`config.mk`:
```
export PLATFORM = sky130hd
export DESIGN_NAME = axi_lite_beat_master
export DESIGN_NICKNAME = d
export VERILOG_FILES = /design/src/rtl/axi_lite_beat_master_pkg.sv /design/src/rtl/axi_lite_beat_master.sv
export SDC_FILE = /design/constraint.sdc
export NUM_CORES = 1
export LEC_CHECK = 0
export ABC_CLOCK_PERIOD_IN_PS = 6750
export BUFFER_PORTS_ARGS = -buffer_cell sky130_fd_sc_hd__clkbuf_2
export CORE_MARGIN = 8
export CORE_UTILIZATION = 45
export DETAILED_ROUTE_END_ITERATION = 8
export PLACE_DENSITY = 0.76
export SYNTH_ARGS = -nofsm -noshare
export SYNTH_HDL_FRONTEND = slang
export SYNTH_SLANG_ARGS = --single-unit
```
`constraint.sdc`:
```
create_clock -name clk_i -period 6.75 [get_ports clk_i]
set_input_delay 0.3375 -clock clk_i [delete_from_list [all_inputs] [get_ports clk_i]]
set_output_delay 0.3375 -clock clk_i [all_outputs]
set_load 0.05 [all_outputs]
```
`src/rtl/axi_lite_beat_master_pkg.sv`:
```
// -----------------------------------------------------------------------------
// axi_lite_beat_master_pkg
//
// Shared definitions for the single-beat AXI4-Lite master that sits behind the
// cache data-transfer stage:
//   - beat_state_e      : beat FSM state encoding
//   - AXI_RESP_*        : AXI response encodings
//   - AXI_PROT_DEFAULT  : protection attribute driven on awprot/arprot
//   - resp_is_error()   : classifies a handshaked response as an error
// -----------------------------------------------------------------------------
package axi_lite_beat_master_pkg;

   typedef enum logic [2:0] {
      ST_IDLE    = 3'd0,
      ST_WR_REQ  = 3'd1,
      ST_WR_RESP = 3'd2,
      ST_RD_REQ  = 3'd3,
      ST_RD_RESP = 3'd4,
      ST_DONE    = 3'd5
   } beat_state_e;

   localparam logic [1:0] AXI_RESP_OKAY   = 2'b00;
   localparam logic [1:0] AXI_RESP_SLVERR = 2'b10;
   localparam logic [1:0] AXI_RESP_DECERR = 2'b11;

   // Unprivileged, secure, data access.
   localparam logic [2:0] AXI_PROT_DEFAULT = 3'b000;

   // Anything other than OKAY (SLVERR, DECERR, or an unexpected EXOKAY on a
   // non-exclusive access) is reported as an error.
   function automatic logic resp_is_error(input logic [1:0] resp);
      return (resp != AXI_RESP_OKAY);
   endfunction

endpackage : axi_lite_beat_master_pkg

```
`src/rtl/axi_lite_beat_master.sv`:
```
// -----------------------------------------------------------------------------
// axi_lite_beat_master
//
// Single-beat AXI4-Lite master. While start_write_i or start_read_i is held
// high it performs one AXI4-Lite write or read per beat using the operands
// presented on addr_i / data_i when the FSM leaves IDLE, and pulses done_o for
// one cycle at the end of every beat so the upstream stage can advance its
// address counter and shift register. Write has priority over read.
//
// Optional feature (macro MAVERIC_AXI_RESP_ERR_EN):
//   defined   : error_o is a sticky flag set by any handshaked non-OKAY
//               bresp_i / rresp_i, cleared in any cycle where both start
//               inputs are low (clear wins over set).
//   undefined : error_o is tied low and the response inputs are ignored.
//
// Ports:
//   clk_i, arst_i          clock, asynchronous active-high reset
//   start_read_i/_write_i  level requests; beats repeat while held
//   addr_i, data_i         beat address / write word
//   done_o                 one-cycle pulse per completed beat
//   data_o                 last read word (held across write beats)
//   error_o                sticky response error (see above)
//   aw*/w*/b*              AXI4-Lite write address, write data, write response
//   ar*/r*                 AXI4-Lite read address, read data
// -----------------------------------------------------------------------------
module axi_lite_beat_master
   import axi_lite_beat_master_pkg::*;
#(
   parameter int AXI_ADDR_WIDTH = 64,
   parameter int AXI_DATA_WIDTH = 32
) (
   input  logic                        clk_i,
   input  logic                        arst_i,

   input  logic                        start_read_i,
   input  logic                        start_write_i,
   input  logic [AXI_ADDR_WIDTH-1:0]   addr_i,
   input  logic [AXI_DATA_WIDTH-1:0]   data_i,
   output logic                        done_o,
   output logic [AXI_DATA_WIDTH-1:0]   data_o,
   output logic                        error_o,

   output logic [AXI_ADDR_WIDTH-1:0]   awaddr_o,
   output logic [2:0]                  awprot_o,
   output logic                        awvalid_o,
   input  logic                        awready_i,
   output logic [AXI_DATA_WIDTH-1:0]   wdata_o,
   output logic [AXI_DATA_WIDTH/8-1:0] wstrb_o,
   output logic                        wvalid_o,
   input  logic                        wready_i,
   input  logic [1:0]                  bresp_i,
   input  logic                        bvalid_i,
   output logic                        bready_o,

   output logic [AXI_ADDR_WIDTH-1:0]   araddr_o,
   output logic [2:0]                  arprot_o,
   output logic                        arvalid_o,
   input  logic                        arready_i,
   input  logic [AXI_DATA_WIDTH-1:0]   rdata_i,
   input  logic [1:0]                  rresp_i,
   input  logic                        rvalid_i,
   output logic                        rready_o
);

   beat_state_e                state_q,   state_d;
   logic                       awvalid_q, awvalid_d;
   logic                       wvalid_q,  wvalid_d;
   logic                       aw_acc_q,  aw_acc_d;
   logic                       w_acc_q,   w_acc_d;
   logic                       bready_q,  bready_d;
   logic                       arvalid_q, arvalid_d;
   logic                       rready_q,  rready_d;
   logic [AXI_ADDR_WIDTH-1:0]  awaddr_q,  awaddr_d;
   logic [AXI_ADDR_WIDTH-1:0]  araddr_q,  araddr_d;
   logic [AXI_DATA_WIDTH-1:0]  wdata_q,   wdata_d;
   logic [AXI_DATA_WIDTH-1:0]  rdata_q,   rdata_d;

   logic aw_hs, w_hs, b_hs, ar_hs, r_hs;
   logic aw_done, w_done;

   assign aw_hs = awvalid_q & awready_i;
   assign w_hs  = wvalid_q  & wready_i;
   assign b_hs  = bvalid_i  & bready_q;
   assign ar_hs = arvalid_q & arready_i;
   assign r_hs  = rvalid_i  & rready_q;

   // AW and W may be accepted in either order or together; a channel counts
   // as done once it has handshaked in this beat, including this very cycle.
   assign aw_done = aw_acc_q | aw_hs;
   assign w_done  = w_acc_q  | w_hs;

   // ---------------------------------------------------------------------------
   // Next-state / output logic
   // ---------------------------------------------------------------------------
   always_comb begin
      state_d   = state_q;
      awvalid_d = awvalid_q;
      wvalid_d  = wvalid_q;
      aw_acc_d  = aw_acc_q;
      w_acc_d   = w_acc_q;
      bready_d  = bready_q;
      arvalid_d = arvalid_q;
      rready_d  = rready_q;
      awaddr_d  = awaddr_q;
      araddr_d  = araddr_q;
      wdata_d   = wdata_q;
      rdata_d   = rdata_q;

      unique case (state_q)
         ST_IDLE: begin
            if (start_write_i) begin
               awaddr_d  = addr_i;
               wdata_d   = data_i;
               awvalid_d = 1'b1;
               wvalid_d  = 1'b1;
               aw_acc_d  = 1'b0;
               w_acc_d   = 1'b0;
               state_d   = ST_WR_REQ;
            end else if (start_read_i) begin
               araddr_d  = addr_i;
               arvalid_d = 1'b1;
               state_d   = ST_RD_REQ;
            end
         end

         ST_WR_REQ: begin
            // Each valid drops independently after its own handshake; the
            // start inputs are deliberately not consulted here.
            if (aw_hs) begin
               awvalid_d = 1'b0;
            end
            if (w_hs) begin
               wvalid_d = 1'b0;
            end
            aw_acc_d = aw_done;
            w_acc_d  = w_done;
            if (aw_done && w_done) begin
               aw_acc_d = 1'b0;
               w_acc_d  = 1'b0;
               bready_d = 1'b1;
               state_d  = ST_WR_RESP;
            end
         end

         ST_WR_RESP: begin
            if (b_hs) begin
               bready_d = 1'b0;
               state_d  = ST_DONE;
            end
         end

         ST_RD_REQ: begin
            if (ar_hs) begin
               arvalid_d = 1'b0;
               rready_d  = 1'b1;
               state_d   = ST_RD_RESP;
            end
         end

         ST_RD_RESP: begin
            if (r_hs) begin
               rdata_d  = rdata_i;
               rready_d = 1'b0;
               state_d  = ST_DONE;
            end
         end

         ST_DONE: begin
            // Upstream advances on this edge, so the following IDLE cycle
            // already presents the next beat's operands.
            state_d = ST_IDLE;
         end

         default: begin
            state_d = ST_IDLE;
         end
      endcase
   end

   // ---------------------------------------------------------------------------
   // State registers
   // ---------------------------------------------------------------------------
   always_ff @(posedge clk_i or posedge arst_i) begin
      if (arst_i) begin
         state_q   <= ST_IDLE;
         awvalid_q <= 1'b0;
         wvalid_q  <= 1'b0;
         aw_acc_q  <= 1'b0;
         w_acc_q   <= 1'b0;
         bready_q  <= 1'b0;
         arvalid_q <= 1'b0;
         rready_q  <= 1'b0;
         awaddr_q  <= '0;
         araddr_q  <= '0;
         wdata_q   <= '0;
         rdata_q   <= '0;
      end else begin
         state_q   <= state_d;
         awvalid_q <= awvalid_d;
         wvalid_q  <= wvalid_d;
         aw_acc_q  <= aw_acc_d;
         w_acc_q   <= w_acc_d;
         bready_q  <= bready_d;
         arvalid_q <= arvalid_d;
         rready_q  <= rready_d;
         awaddr_q  <= awaddr_d;
         araddr_q  <= araddr_d;
         wdata_q   <= wdata_d;
         rdata_q   <= rdata_d;
      end
   end

   // ---------------------------------------------------------------------------
   // Sticky response error
   // ---------------------------------------------------------------------------
`ifdef MAVERIC_AXI_RESP_ERR_EN
   logic error_q, error_d;

   always_comb begin
      error_d = error_q;
      if ((b_hs && resp_is_error(bresp_i)) || (r_hs && resp_is_error(rresp_i))) begin
         error_d = 1'b1;
      end
      // An idle upstream acknowledges the error; this wins over a new set.
      if (!start_read_i && !start_write_i) begin
         error_d = 1'b0;
      end
   end

   always_ff @(posedge clk_i or posedge arst_i) begin
      if (arst_i) begin
         error_q <= 1'b0;
      end else begin
         error_q <= error_d;
      end
   end

   assign error_o = error_q;
`else
   logic unused_resp;
   assign unused_resp = ^{bresp_i, rresp_i};
   assign error_o     = 1'b0;
`endif

   // ---------------------------------------------------------------------------
   // Outputs
   // ---------------------------------------------------------------------------
   assign done_o    = (state_q == ST_DONE);
   assign data_o    = rdata_q;

   assign awaddr_o  = awaddr_q;
   assign awprot_o  = AXI_PROT_DEFAULT;
   assign awvalid_o = awvalid_q;
   assign wdata_o   = wdata_q;
   assign wstrb_o   = '1;
   assign wvalid_o  = wvalid_q;
   assign bready_o  = bready_q;

   assign araddr_o  = araddr_q;
   assign arprot_o  = AXI_PROT_DEFAULT;
   assign arvalid_o = arvalid_q;
   assign rready_o  = rready_q;

endmodule : axi_lite_beat_master
```
==> results.yml <==
sta:
  drv_slew: 0
  fmax_mhz: 339
  setup_violations: 0
  fin_skew_ns: 0.0159
  post-route-period-util_pct: 43.6
  min_period_ns: 2.95
  grt_setup_unrepaired: "false"
  hold_viol: 0
  max_slew.worst_pin.slew_ns: 1.02
  fin_tns_setup_ns: 0
  relSlewSlack_pct: 32.2
cells_and_area:
  final_nets: 960
  nFillCells: 1415
  multi_input_area_mm2: 0.00286
  drive_above_1_share_pct: 66.1
  layout.area.seq_mm2: 0.00505
  diodes: 0
  synthToLayoutAreaGrowth_pct: 28.6
drt:
  vias: 5149
  ant_nets: 0
  first_pass_iters: 4
  drc: 0
  totalWireLength_um: 20700
  wl_per_cell_um: 19.4
  viasPerCell: 4.84
  drt_iter0_drc: 175
setup_path:
  worstSetupPathType: "reg2reg"
  r2r_cells: 3
  critPathCaptureType: "register"
  regToRegStartpoint: "state_q[0]$_DFFE_PP0P_"
  crit_required_ns: 7.12
  reg2reg_to: "awaddr_o[31]$_DFFE_PP0P_"
  worstPathMaxFanout: 54
  rrSetupSlack_ns: 3.80
  cp-start-kind: "register"
  critPathArrivalTime_ns: 3.32
global_route:
  grt_pass1_vias: 5753
  grt_pass1_wl_um: 31400
  antenna_found_initial: 0
  globalRouteOverflowTotal: 0
  grt_use_total_pct: 17.1
  grt_max_degree: 132
yosys:
  postSynth.asyncResetShare_pct: 100
  ys_top_cells_by_count: "202 x dfrtp_1, 90 x mux2_4, 84 x mux2_2"
  synth.avg_cell_area_um2: 17.2
  yosysMostFrequentCell: "dfrtp_1"
  synth_edf_count: 0
  synthTopCellsByArea: "dfrtp_1 61%, mux2_4 16%, mux2_2 11%, mux2_1 2.4%, buf_12 2.4%"
  syn-cell-area_mm2: 0.00830
  yosys.area.top_type: "dfrtp_1"
  synth.distinct_cells: 34
  yosys_warnings: 0
  netlist.area_leader.share_pct: 60.9
  yosysSeqAreaShare_pct: 60.9
  ys_ff_latch: 202
  synth_ff_type: "dfrtp_1"
  netlist_instances: 482
floorplanning:
  rows: 49
  start_util_pct: 46.0
  coreArea_mm2: 0.0180
  die_y_um: 152
  die_w_um: 152
  boundaryPins: 350
  dieArea_mm2: 0.0230
clock_tree:
  cts_resized: 0
  clk_path_buf_depth: 3
  clock_sinks: 202
  clock_latency_ns: 0.50
  cts_hold_buf: 0
  cts_setup_buffers: 0
  numCtsBuffers: 22
  cts_root_buf: "clkbuf_16"
  cts_htree_levels: 1
  cts_tree: "built"
  clk_pin_slew_worst_paths_ns: 0.06
placed_design:
  hpwl_um: 15500
  portBuffers: 334
  gp_congestion: 0.753
run:
  cap_violations: 0
outcome:
  outcome: "finished clean"
hold_path:
  hp-class: "in2async"
## registers in the layout (all words and copies together) (netlist names)
name and flops:
arvalid_o 1, wvalid_o 1, state_q 3, bready_o 1, w_acc_q 1, data_o 32
aw_acc_q 1, araddr_o 64, awvalid_o 1, wdata_o 32, awaddr_o 64, rready_o 1
## final cells by class
| type | instances | share of cell area [%] |
|---|---|---|
| inverter | 1 | 0.106 |
| multi-input combinational | 253 | 26.8 |
| clock buffer | 32 | 5.79 |
| clock inverter | 8 | 1.18 |
| tap | 229 | 2.69 |
| timing repair buffer | 339 | 16.0 |
| sequential | 202 | 47.4 |
## worst max-delay path by stage
stage / start / endpoint / slack [ns]
3_3_place_gp: state_q[0]$_DFFE_PP0P_ / wdata_o[24]$_DFFE_PP0P_ / 3.81
3_5_place_dp: state_q[0]$_DFFE_PP0P_ / awaddr_o[31]$_DFFE_PP0P_ / 3.82
5_1_grt: state_q[0]$_DFFE_PP0P_ / awaddr_o[40]$_DFFE_PP0P_ / 3.68
2_1_floorplan: arst_i / araddr_o[0]$_DFFE_PP0P_ / 0.90
6_report: state_q[0]$_DFFE_PP0P_ / awaddr_o[31]$_DFFE_PP0P_ / 3.80
4_1_cts: state_q[0]$_DFFE_PP0P_ / awaddr_o[31]$_DFFE_PP0P_ / 3.83
## critical path, stage by stage, from the launching register on
cell and delay, ns:
dfrtp_1 0.62, nor4b_4 0.88, buf_4 0.91, mux2_4 0.36
## through the flow
step                hold WS (ns)  cell area (um^2)  std cells  setup slack (ns)  utilization, %
floorplan                  0.472              8330        491             0.902               -
global route              0.0446             10700       1064              3.68            59.2
finish                    0.0195             10700       1064              3.80            59.2
global placement           0.466              9920       1024              3.81            55.1
CTS                       0.0402             10700       1064              3.83            59.2
detailed placement         0.474              9920       1024              3.82            55.1
## kinds of logic (layout without fill, tap and decap cells)
group | Yosys count | in the layout | share of synthesized area (%)
muxes | 192 | 192 | 30.1
other | 2 | 11 | 0.0905
and+or+nand+nor | 30 | 30 | 2.31
buffers and inverters | 36 | 380 | 5.05
DFF | 202 | 202 | 60.9
AOI/OAI and AO/OA | 20 | 20 | 1.49
## routing by layer
metal  GRT usage (%)  up-vias  share of wire, %
li1                -     2356                 -
met3            5.94       29                11
met1            19.4     2540                37
met4            4.12        0               1.9
met2            30.4      224                51
met5               0        -                 0
## layout by cell type (no fill, tap or decap), types with 2 or more instances in the layout
cell type / synthesis / final
clkbuf_1: 1 / 7
nand3b_1: 2 / 2
bufinv_16: 0 / 3
nand2b_1: 2 / 2
nand2_1: 8 / 8
nor2b_1: 2 / 2
mux2_2: 84 / 84
nand3_1: 5 / 5
clkinv_2: 0 / 4
nor2_1: 5 / 5
o21ai_0: 3 / 3
clkbuf_2: 0 / 334
a21o_1: 2 / 2
mux2_4: 90 / 90
clkbuf_8: 0 / 3
mux2_1: 18 / 18
dfrtp_1: 202 / 202
buf_4: 15 / 5
a21oi_1: 8 / 8
conb_1: 2 / 11
clkbuf_16: 0 / 22
Power is not shown: default switching activity piles up to over one toggle a cycle in this logic, so the estimate is an artifact.
